### config.mk
export PLATFORM = sky130hd
export DESIGN_NAME = out_timing_ctrl_flat
export DESIGN_NICKNAME = d
export VERILOG_FILES = /design/src/rtl/out_timing_ctrl_pkg.sv /design/src/rtl/out_timing_ctrl_if.sv /design/src/rtl/out_timing_cfg_check.sv /design/src/rtl/out_timing_ctrl.sv /design/src/flat_wrapper.sv
export SDC_FILE = /design/constraint.sdc
export NUM_CORES = 1
export LEC_CHECK = 0
export CORE_UTILIZATION = 26
export DETAILED_ROUTE_END_ITERATION = 8
export GPL_TIMING_DRIVEN = 1
export PLACE_DENSITY = 0.47
export SLEW_MARGIN = 20
export SYNTH_ARGS = -nofsm -noshare
export SYNTH_HDL_FRONTEND = slang
export SYNTH_SLANG_ARGS = --single-unit
### constraint.sdc
create_clock -name clk -period 7.6 [get_ports clk]
set_input_delay 1.14 -clock clk [delete_from_list [all_inputs] [get_ports clk]]
set_output_delay 1.14 -clock clk [all_outputs]
set_load 0.05 [all_outputs]
### src/rtl/out_timing_ctrl_pkg.sv
// Shared types and constants for the output timing controller:
// FSM encoding, config register map and reset-default timing set.
package out_timing_ctrl_pkg;

   typedef enum logic [1:0] {
      ST_IDLE = 2'd0,
      ST_ARM  = 2'd1,
      ST_RUN  = 2'd2
   } state_t;

   localparam logic [2:0] CFG_VTOT     = 3'd0;
   localparam logic [2:0] CFG_V_ACTIVE = 3'd1;
   localparam logic [2:0] CFG_V_WAIT   = 3'd2;
   localparam logic [2:0] CFG_H_ACTIVE = 3'd3;
   localparam logic [2:0] CFG_H_WAIT   = 3'd4;
   localparam logic [2:0] CFG_HSW      = 3'd5;
   localparam logic [2:0] CFG_VSW      = 3'd6;

   localparam logic [8:0] CNT_MAX = 9'd511;

   typedef struct packed {
      logic [8:0] vtot;
      logic [8:0] v_active_th;
      logic [8:0] v_wait_th;
      logic [8:0] h_active_th;
      logic [8:0] h_wait_th;
      logic [5:0] hsw;
      logic [5:0] vsw;
   } cfg_set_t;

   localparam cfg_set_t CFG_DEFAULT = '{
      vtot:        9'd288,
      v_active_th: 9'd280,
      v_wait_th:   9'd8,
      h_active_th: 9'd488,
      h_wait_th:   9'd8,
      hsw:         6'd4,
      vsw:         6'd2
   };

   // Merge one register write into a timing set; the reserved address leaves it untouched.
   function automatic cfg_set_t cfg_write(input cfg_set_t cur, input logic [2:0] addr,
                                          input logic [8:0] data);
      cfg_set_t nxt;
      nxt = cur;
      case (addr)
         CFG_VTOT:     nxt.vtot        = data;
         CFG_V_ACTIVE: nxt.v_active_th = data;
         CFG_V_WAIT:   nxt.v_wait_th   = data;
         CFG_H_ACTIVE: nxt.h_active_th = data;
         CFG_H_WAIT:   nxt.h_wait_th   = data;
         CFG_HSW:      nxt.hsw         = data[5:0];
         CFG_VSW:      nxt.vsw         = data[5:0];
         default:      nxt             = cur;
      endcase
      return nxt;
   endfunction

endpackage

### src/rtl/out_timing_ctrl_if.sv
// Configuration bus of the output timing controller: shadow writes,
// commit request and commit status.
interface out_timing_ctrl_if;
   logic       i_cfg_wr;
   logic [2:0] i_cfg_addr;
   logic [8:0] i_cfg_data;
   logic       i_cfg_commit;
   logic       o_cfg_pending;
   logic       o_cfg_err;

   modport master (
      output i_cfg_wr, i_cfg_addr, i_cfg_data, i_cfg_commit,
      input  o_cfg_pending, o_cfg_err
   );

   modport slave (
      input  i_cfg_wr, i_cfg_addr, i_cfg_data, i_cfg_commit,
      output o_cfg_pending, o_cfg_err
   );
endinterface

### src/rtl/out_timing_cfg_check.sv
// Combinational consistency check of a candidate timing set; cfg_valid=1
// means the set may be committed.
module out_timing_cfg_check
   import out_timing_ctrl_pkg::*;
(
   input  cfg_set_t shadow,
   output logic     cfg_valid
);

   // Every wait threshold must sit inside its active window and VTOT+1 must stay representable.
   always_comb begin
      cfg_valid = 1'b1;
      if ((shadow.h_wait_th >= shadow.h_active_th) ||
          (shadow.v_wait_th >= shadow.v_active_th) ||
          (shadow.v_active_th > shadow.vtot)       ||
          (shadow.vtot == 9'd511)                  ||
          (shadow.vsw == 6'd0)                     ||
          (shadow.hsw == 6'd0)) begin
         cfg_valid = 1'b0;
      end else begin
         cfg_valid = 1'b1;
      end
   end

endmodule

### src/rtl/out_timing_ctrl.sv
// Output timing controller: line/frame counters driven by i_hsync edges and a
// shadow/active timing register set with validated, frame-synchronous commits.
module out_timing_ctrl
   import out_timing_ctrl_pkg::*;
(
   input  logic              clk,
   input  logic              i_reset,
   input  logic              i_en,
   input  logic              i_hsync,
   out_timing_ctrl_if.slave  cfg,
   output logic [8:0]        o_hsync_cnt,
   output logic [8:0]        o_vsync_cnt,
   output logic              o_hsync_edge,
   output logic              o_frame_start,
   output logic [8:0]        o_VTOT,
   output logic [8:0]        o_V_ACTIVE_TH,
   output logic [8:0]        o_V_WAIT_TH,
   output logic [8:0]        o_H_ACTIVE_TH,
   output logic [8:0]        o_H_WAIT_TH,
   output logic [5:0]        o_hsw,
   output logic [5:0]        o_vsw
);

   state_t     state_r, state_nxt_s;
   logic       hsync_r, edge_s, line_wrap_s;
   logic [8:0] hcnt_r, hcnt_nxt_s, vcnt_r, vcnt_nxt_s;
   logic       hedge_r, hedge_nxt_s, frame_r, frame_nxt_s;
   cfg_set_t   shadow_r, shadow_nxt_s, active_r;
   logic       pending_r, err_r, cfg_valid_s, commit_s, apply_s;

   assign edge_s      = i_hsync & ~hsync_r;
   assign line_wrap_s = ({1'b0, vcnt_r} == ({1'b0, active_r.vtot} + 10'd1));

   // Delayed copy of i_hsync for rising-edge detection.
   always_ff @(posedge clk or posedge i_reset) begin
      if (i_reset) hsync_r <= 1'b0;
      else         hsync_r <= i_hsync;
   end

   // FSM state register.
   always_ff @(posedge clk or posedge i_reset) begin
      if (i_reset) state_r <= ST_IDLE;
      else         state_r <= state_nxt_s;
   end

   // FSM next state; a low enable wins over everything.
   always_comb begin
      state_nxt_s = state_r;
      if (!i_en) begin
         state_nxt_s = ST_IDLE;
      end else begin
         case (state_r)
            ST_IDLE: state_nxt_s = ST_ARM;
            ST_ARM:  state_nxt_s = edge_s ? ST_RUN : ST_ARM;
            ST_RUN:  state_nxt_s = ST_RUN;
            default: state_nxt_s = ST_IDLE;
         endcase
      end
   end

   // Counter and pulse next values; everything outside RUN reads as zero.
   always_comb begin
      hcnt_nxt_s  = 9'd0;
      vcnt_nxt_s  = 9'd0;
      hedge_nxt_s = 1'b0;
      frame_nxt_s = 1'b0;
      if (state_nxt_s == ST_RUN) begin
         if (edge_s) begin
            hcnt_nxt_s  = 9'd1;
            hedge_nxt_s = 1'b1;
            if ((state_r == ST_RUN) && !line_wrap_s) vcnt_nxt_s = vcnt_r + 9'd1;
            else                                     vcnt_nxt_s = 9'd1;
            frame_nxt_s = (vcnt_nxt_s == 9'd1);
         end else begin
            hcnt_nxt_s = (hcnt_r == CNT_MAX) ? CNT_MAX : hcnt_r + 9'd1;
            vcnt_nxt_s = vcnt_r;
         end
      end else begin
         hcnt_nxt_s  = 9'd0;
         vcnt_nxt_s  = 9'd0;
      end
   end

   // Registered counters and pulses.
   always_ff @(posedge clk or posedge i_reset) begin
      if (i_reset) begin
         hcnt_r  <= 9'd0;
         vcnt_r  <= 9'd0;
         hedge_r <= 1'b0;
         frame_r <= 1'b0;
      end else begin
         hcnt_r  <= hcnt_nxt_s;
         vcnt_r  <= vcnt_nxt_s;
         hedge_r <= hedge_nxt_s;
         frame_r <= frame_nxt_s;
      end
   end

   // Shadow set as it will be after this cycle; the commit check sees same-cycle writes.
   always_comb begin
      shadow_nxt_s = shadow_r;
      if (cfg.i_cfg_wr && !pending_r) begin
         shadow_nxt_s = cfg_write(shadow_r, cfg.i_cfg_addr, cfg.i_cfg_data);
      end else begin
         shadow_nxt_s = shadow_r;
      end
   end

   out_timing_cfg_check u_cfg_check (
      .shadow    (shadow_nxt_s),
      .cfg_valid (cfg_valid_s)
   );

   assign commit_s = cfg.i_cfg_commit & ~pending_r;
   assign apply_s  = pending_r & ((state_r != ST_RUN) | frame_nxt_s);

   // Shadow/active sets and commit status; shadow is frozen while a commit is pending.
   always_ff @(posedge clk or posedge i_reset) begin
      if (i_reset) begin
         shadow_r  <= CFG_DEFAULT;
         active_r  <= CFG_DEFAULT;
         pending_r <= 1'b0;
         err_r     <= 1'b0;
      end else begin
         shadow_r <= shadow_nxt_s;
         if (apply_s) begin
            active_r  <= shadow_r;
            pending_r <= 1'b0;
         end else if (commit_s) begin
            if (cfg_valid_s) begin
               pending_r <= 1'b1;
               err_r     <= 1'b0;
            end else begin
               err_r     <= 1'b1;
            end
         end
      end
   end

   assign o_hsync_cnt       = hcnt_r;
   assign o_vsync_cnt       = vcnt_r;
   assign o_hsync_edge      = hedge_r;
   assign o_frame_start     = frame_r;
   assign o_VTOT            = active_r.vtot;
   assign o_V_ACTIVE_TH     = active_r.v_active_th;
   assign o_V_WAIT_TH       = active_r.v_wait_th;
   assign o_H_ACTIVE_TH     = active_r.h_active_th;
   assign o_H_WAIT_TH       = active_r.h_wait_th;
   assign o_hsw             = active_r.hsw;
   assign o_vsw             = active_r.vsw;
   assign cfg.o_cfg_pending = pending_r;
   assign cfg.o_cfg_err     = err_r;

endmodule

### src/flat_wrapper.sv
// flat-port wrapper written by rule: the top's interface ports become plain ports
module out_timing_ctrl_flat import out_timing_ctrl_pkg::*;
  (clk, i_reset, i_en, i_hsync, o_hsync_cnt, o_vsync_cnt, o_hsync_edge, o_frame_start, o_VTOT, o_V_ACTIVE_TH, o_V_WAIT_TH, o_H_ACTIVE_TH, o_H_WAIT_TH, o_hsw, o_vsw, cfg_i_cfg_wr, cfg_i_cfg_addr, cfg_i_cfg_data, cfg_i_cfg_commit, cfg_o_cfg_pending, cfg_o_cfg_err);
  out_timing_ctrl_if cfg_i ();
  input  logic clk;
  input  logic i_reset;
  input  logic i_en;
  input  logic i_hsync;
  output logic [8:0] o_hsync_cnt;
  output logic [8:0] o_vsync_cnt;
  output logic o_hsync_edge;
  output logic o_frame_start;
  output logic [8:0] o_VTOT;
  output logic [8:0] o_V_ACTIVE_TH;
  output logic [8:0] o_V_WAIT_TH;
  output logic [8:0] o_H_ACTIVE_TH;
  output logic [8:0] o_H_WAIT_TH;
  output logic [5:0] o_hsw;
  output logic [5:0] o_vsw;
  input wire logic [$bits(cfg_i.i_cfg_wr)-1:0] cfg_i_cfg_wr;
  input wire logic [$bits(cfg_i.i_cfg_addr)-1:0] cfg_i_cfg_addr;
  input wire logic [$bits(cfg_i.i_cfg_data)-1:0] cfg_i_cfg_data;
  input wire logic [$bits(cfg_i.i_cfg_commit)-1:0] cfg_i_cfg_commit;
  output wire logic [$bits(cfg_i.o_cfg_pending)-1:0] cfg_o_cfg_pending;
  output wire logic [$bits(cfg_i.o_cfg_err)-1:0] cfg_o_cfg_err;
  assign cfg_i.i_cfg_wr = cfg_i_cfg_wr;
  assign cfg_i.i_cfg_addr = cfg_i_cfg_addr;
  assign cfg_i.i_cfg_data = cfg_i_cfg_data;
  assign cfg_i.i_cfg_commit = cfg_i_cfg_commit;
  assign cfg_o_cfg_pending = cfg_i.o_cfg_pending;
  assign cfg_o_cfg_err = cfg_i.o_cfg_err;
  out_timing_ctrl u_core (.clk(clk), .i_reset(i_reset), .i_en(i_en), .i_hsync(i_hsync), .cfg(cfg_i), .o_hsync_cnt(o_hsync_cnt), .o_vsync_cnt(o_vsync_cnt), .o_hsync_edge(o_hsync_edge), .o_frame_start(o_frame_start), .o_VTOT(o_VTOT), .o_V_ACTIVE_TH(o_V_ACTIVE_TH), .o_V_WAIT_TH(o_V_WAIT_TH), .o_H_ACTIVE_TH(o_H_ACTIVE_TH), .o_H_WAIT_TH(o_H_WAIT_TH), .o_hsw(o_hsw), .o_vsw(o_vsw));
endmodule
# --- After elaboration in Yosys (flattened, before gate mapping) ---
# Index checks and enable logic that the tools add are counted.
word_totals:
  out_inout_bits: 79
  reg_bits: 139
  elab_cells: 94
op_classes:
  n_reduce_logical: 16
  add_sub_neg: 3
  n_eq_ne: 16
  magnitude_cmp: 3
  mux: 27
  bitwise_logic: 7
ops:
  columns: ["operator", "count"]
  rows:
  - ["two-way mux 9 bit", 13]
  - ["two-way mux 57 bit", 1]
  - ["adder 9 x 1 -> 9 bit, second input constant", 2]
  - ["== test 9 bit, second input constant", 2]
  - [">= comparator 9 bit", 2]
  - ["zero test 6 bit", 2]
  - ["two-way mux 6 bit", 2]
  - ["adder 9 x 1 -> 10 bit, second input constant", 1]
  - ["== test 9 x 10 -> 1 bit", 1]
  - ["== test 3 bit, second input constant", 3]
  - ["== test 9 x 1 -> 1 bit, second input constant", 1]
  - ["> comparator 9 bit", 1]
  - ["two-way mux 1 bit", 8]
  - ["== test 3 x 2 -> 1 bit, second input constant", 2]
  - ["one-hot mux 2 bit (3 select lines)", 1]
  - ["logical OR 1 bit", 5]
  - ["== test 2 bit, second input constant", 2]
  - ["two-way mux 2 bit", 2]
  - ["inequality test 2 x 1 -> 1 bit, second input constant", 2]
  - ["AND reduction 2 bit", 2]
  - ["bitwise AND 1 bit", 3]
  - ["== test 3 x 1 -> 1 bit, second input constant", 1]
  - ["zero test 3 bit", 1]
  - ["NOT 1 bit", 3]
  - ["7 further kinds", 9]

# --- Logic depth before layout (Yosys ltp) ---
depth:
  ltp_word: 14
  ltp_mapped: 13

# --- Cells and area by module ---
# From an unflattened synthesis, not the netlist that was laid out.
unflattened:
  hier_cells: 522
  hier_area_um2: 6705.2
modules_own_cells:
  columns: ["module", "n_inst", "seq_area_each_um2", "cells_each", "area_per_inst_um2"]
  rows:
  - ["out_timing_ctrl", 1, 3513.4, 421, 5998.3]
  - ["out_timing_cfg_check", 1, 0.0, 101, 706.9]

# --- Worst setup path after synthesis ---
# Ideal clock, no wire load.
synth_path:
  path_kind: "in2reg"
  startpoint: "input cfg_i_cfg_addr[2]"
  endpoint: "register u_core.err_r (netlist: u_core.cfg.o_cfg_err)"
  cell_stages: 10
  arrival_time_ns: 3.798
  n_path_buf: 1
  setup_time_ns: 0.132
  slack_ns: 3.670
  path_cell_list: "clkbuf_1 nand3b_1 nor3_1 mux2_2 ha_1 a21o_1 a2111oi_0 a21oi_1 nor4_1 nor2_1"
synth_rtl:
  columns: ["item", "line", "text"]
  rows:
  - ["from (decl)", "flat_wrapper.sv:21", "input wire logic [$bits(cfg_i.i_cfg_addr)-1:0] cfg_i_cfg_addr;"]
  - ["to (signal assigned)", "out_timing_ctrl.sv:123", "err_r <= 1'b0;"]
  - ["to (signal assigned)", "out_timing_ctrl.sv:132", "err_r <= 1'b0;"]
  - ["to (signal assigned)", "out_timing_ctrl.sv:134", "err_r <= 1'b1;"]
  - ["to (decl)", "out_timing_ctrl.sv:29", "logic pending_r, err_r, cfg_valid_s, commit_s, apply_s;"]

==> out/qor.txt <==
Status - finished, final reports clean
Peak supply drop - 0.231 mV
Startpoint Class - primary input
Post CTS Setup Buffer Count - 0
Clk root buf - clkbuf_16
Final Hold Fails - 0
Hpwl dp - 11,700 um
Max incr delay on CP - 680 ps
N_diodes - 0
Rel. slew slack - 38.7%
Final core occ - 34.1%
Hold Path End - u_core.o_H_WAIT_TH[5]
Number of synthesized register bits - 139
Syn avg cell area - 12.8 sq um
Worst-path clk slew - 60 ps
Ys async rst share - 100%
Pwr Total - 3.77 mW
Initial cell density of the core - 26.6%
Area after DPL - 0.00802 sq mm
Required @ worst endpoint - 7890 ps
Setup Crit Path Kind - primary input to register
CP max-delay cell - nor3_2
Htree depth - 4
Via count - 4,492
Post-synth EDFFs - 0
Crit end category - register
Share of cells above drive strength 1 - 24.8%
Total track usage - 13.6%
Clk_lat worst skew - 420 ps
Routed WL - 17,000 um
Slew Limit Fails - 0
Commonest cells after routing, fill and taps aside - dfrtp_1 (111), clkdlybuf4s50_1 (96), mux2_2 (61)
Post-cts resize count - 0
Core box area - 0.0253 sq mm
Max-cap viol count - 0
Synth cell types - 51
Worst hold path class - register to register
Largest net degree at the start of global routing - 79
PwrDens - 438 mW/mm^2
Top Family by Delay on Critical Path - simple AND/OR/NAND/NOR gates
Leading cell type in the layout, fill and taps excluded - dfrtp_1
Deepest clock path buffer count - 2
Total CTS buffers - 17
Hold buffers post-CTS - 0
Clk sink count - 139
Sequential cell area fraction in the yosys report - 52.3%
Endpoints failing setup - 0
Period minus WS final - 4120 ps
Worst-case clock skew - 14.0 ps
Setup TNS - 0 ps
Critical R2R Launch - u_core.cfg.o_cfg_pending
Post-Synthesis Cells - 524
Antenna-violating nets left - 0
HP Start - u_core.shadow_r[17]
Final period util - 54.2%
RSZ-0062 raised after global routing - no
Die area - 0.0265 sq mm
Critical-path maximum fanout - 9
RePlAce Congestion - 0.784
Slew at the pin closest to its max-slew limit - 919 ps
Drt first pass iters - 4
Post-synth top flop - dfrtp_1
Ports - 97
I/O Buffers - 96
Critical Path AT - 4410 ps
DRC errors left - 0
Hold depth - 1
P&R area growth vs syn - 28.0%
TritonCTS clock tree - done
# rows - 58
R2R cell count - 10
Final instance area - 0.00860 sq mm
Final Net Count - 672
Yosys Warn Count - 0
Vias per cell - 4.65
First-pass GRT wire length - 27,300 um
Reg2Reg Setup Slack - 4150 ps
Leakage power - 3.73 nW
Width of the die - 163 um
Gr ovfl total - 0
First-iteration detailed-routing DRC count - 212
Cell Area, Synth - 0.00672 sq mm
Syn_nets - 572
Crit-path cells - clkdlybuf4s50_1 > nand2b_1 > nor3_2 > mux2_2 > inv_1 > ha_1 > a21o_1 > a2111oi_0 > a21oi_1 > nor4_1 > nor2_1
Initial antenna violation count - 0
Vert. Die Dim - 163 um
Fmax - 0.243 GHz
Worst path bufs/invs - 2
Filler Cell Count - 2,539
DR WL/cell - 17.6 um
R2R Path End - u_core.cfg.o_cfg_err
Vias in the first global route - 4,708
==> power breakdown <==
group          switching, mW  internal, mW  leakage, nW
Combinational          0.967         0.692         1.78
Sequential             0.212          1.07         1.67
Clock                  0.334         0.497        0.279
==> per-layer routing <==
| metal | vias to the layer above | GRT usage [%] | wire (um) |
|---|---|---|---|
| met5 | - | 0 | 0 |
| met4 | 0 | 3.99 | 173 |
| met3 | 14 | 3.08 | 725 |
| met2 | 103 | 21.3 | 7810 |
| met1 | 2268 | 18.5 | 8290 |
| li1 | 2107 | - | - |
==> sequential cells by signal (all words and copies together), names as in the netlist <==
name / flops
u_core.hsync_r: 1
u_core.o_V_ACTIVE_TH: 9
u_core.o_VTOT: 9
u_core.o_frame_start: 1
u_core.o_vsw: 6
u_core.cfg.o_cfg_err: 1
u_core.cfg.o_cfg_pending: 1
u_core.shadow_r: 57
u_core.o_hsync_cnt: 9
u_core.o_H_ACTIVE_TH: 9
u_core.o_H_WAIT_TH: 9
u_core.state_r: 2
u_core.o_hsync_edge: 1
u_core.o_V_WAIT_TH: 9
u_core.o_vsync_cnt: 9
u_core.o_hsw: 6
==> cells by family after synthesis <==
logic type	count (synthesis)	synth area share, %
compound gates	69	6.89
xor+xnor	17	2.22
fa+ha+maj	30	5.59
buf+inv	53	3.61
flops	139	52.3
mux	116	20.9
simple gates	100	8.47
==> Yosys cell counts (2+ instances only) <==
library cell / n / area share [%]
dfrtp_1: 111 / 41
mux2_2: 61 / 10
inv_1: 34 / 1.9
ha_1: 30 / 5.6
mux2_4: 30 / 6.7
dfstp_2: 28 / 11
nand3_1: 18 / 1.3
mux2_1: 16 / 2.7
a21oi_1: 15 / 1.1
a31oi_1: 14 / 1.3
and3_1: 12 / 1.1
nor2_1: 12 / 0.67
nand2_1: 10 / 0.56
o21ai_0: 10 / 0.74
xnor2_1: 10 / 1.3
mux2i_1: 9 / 1.3
nand4_1: 9 / 0.84
clkbuf_1: 8 / 0.45
nand2b_1: 7 / 0.65
nor2b_1: 7 / 0.65
nor3_1: 7 / 0.52
xor2_1: 7 / 0.91
buf_2: 5 / 0.37
a211oi_1: 4 / 0.45
buf_6: 4 / 0.67
o211ai_1: 4 / 0.45
o21a_1: 4 / 0.45
a211o_1: 3 / 0.39
a21o_1: 3 / 0.34
and2_1: 3 / 0.28
nor4_1: 3 / 0.28
a221oi_1: 2 / 0.26
and3b_1: 2 / 0.26
buf_4: 2 / 0.22
nand3b_1: 2 / 0.22
o2111ai_1: 2 / 0.26
or4_1: 2 / 0.22
==> worst max path at each step <==
| stage | to | slack [ps] | cells after the start | startpoint |
|---|---|---|---|---|
| floorplan | u_core.cfg.o_cfg_err | 2780 | 1 | i_reset |
| global placement | u_core.cfg.o_cfg_err | 3160 | 11 | cfg_i_cfg_addr[0] |
| detailed placement | u_core.cfg.o_cfg_err | 3080 | 11 | cfg_i_cfg_addr[1] |
| CTS | u_core.cfg.o_cfg_err | 3500 | 11 | cfg_i_cfg_addr[1] |
| global route | u_core.cfg.o_cfg_err | 3280 | 11 | cfg_i_cfg_addr[0] |
| finish | u_core.cfg.o_cfg_err | 3480 | 11 | cfg_i_cfg_addr[1] |
==> final cells by class <==
cell class                      count  area [sq um]  area share, %
Inverter                           34           133           1.54
Clock buffer                       20           447           5.19
Clock inverter                     12           139           1.61
Tap cell                          330           413           4.80
Multi-Input combinational cell    332          2970           34.5
Sequential cell                   139          3510           40.8
Timing Repair Buffer              100           991           11.5
==> metrics by stage <==
step | hold WS, ps | setup WS (ps) | cells
floorplan | 452 | 2780 | 524
global placement | 468 | 3160 | 935
detailed placement | 481 | 3080 | 935
CTS | 495 | 3500 | 967
global route | 521 | 3280 | 967
finish | 485 | 3480 | 967
Power figures use the tool's default switching activity.
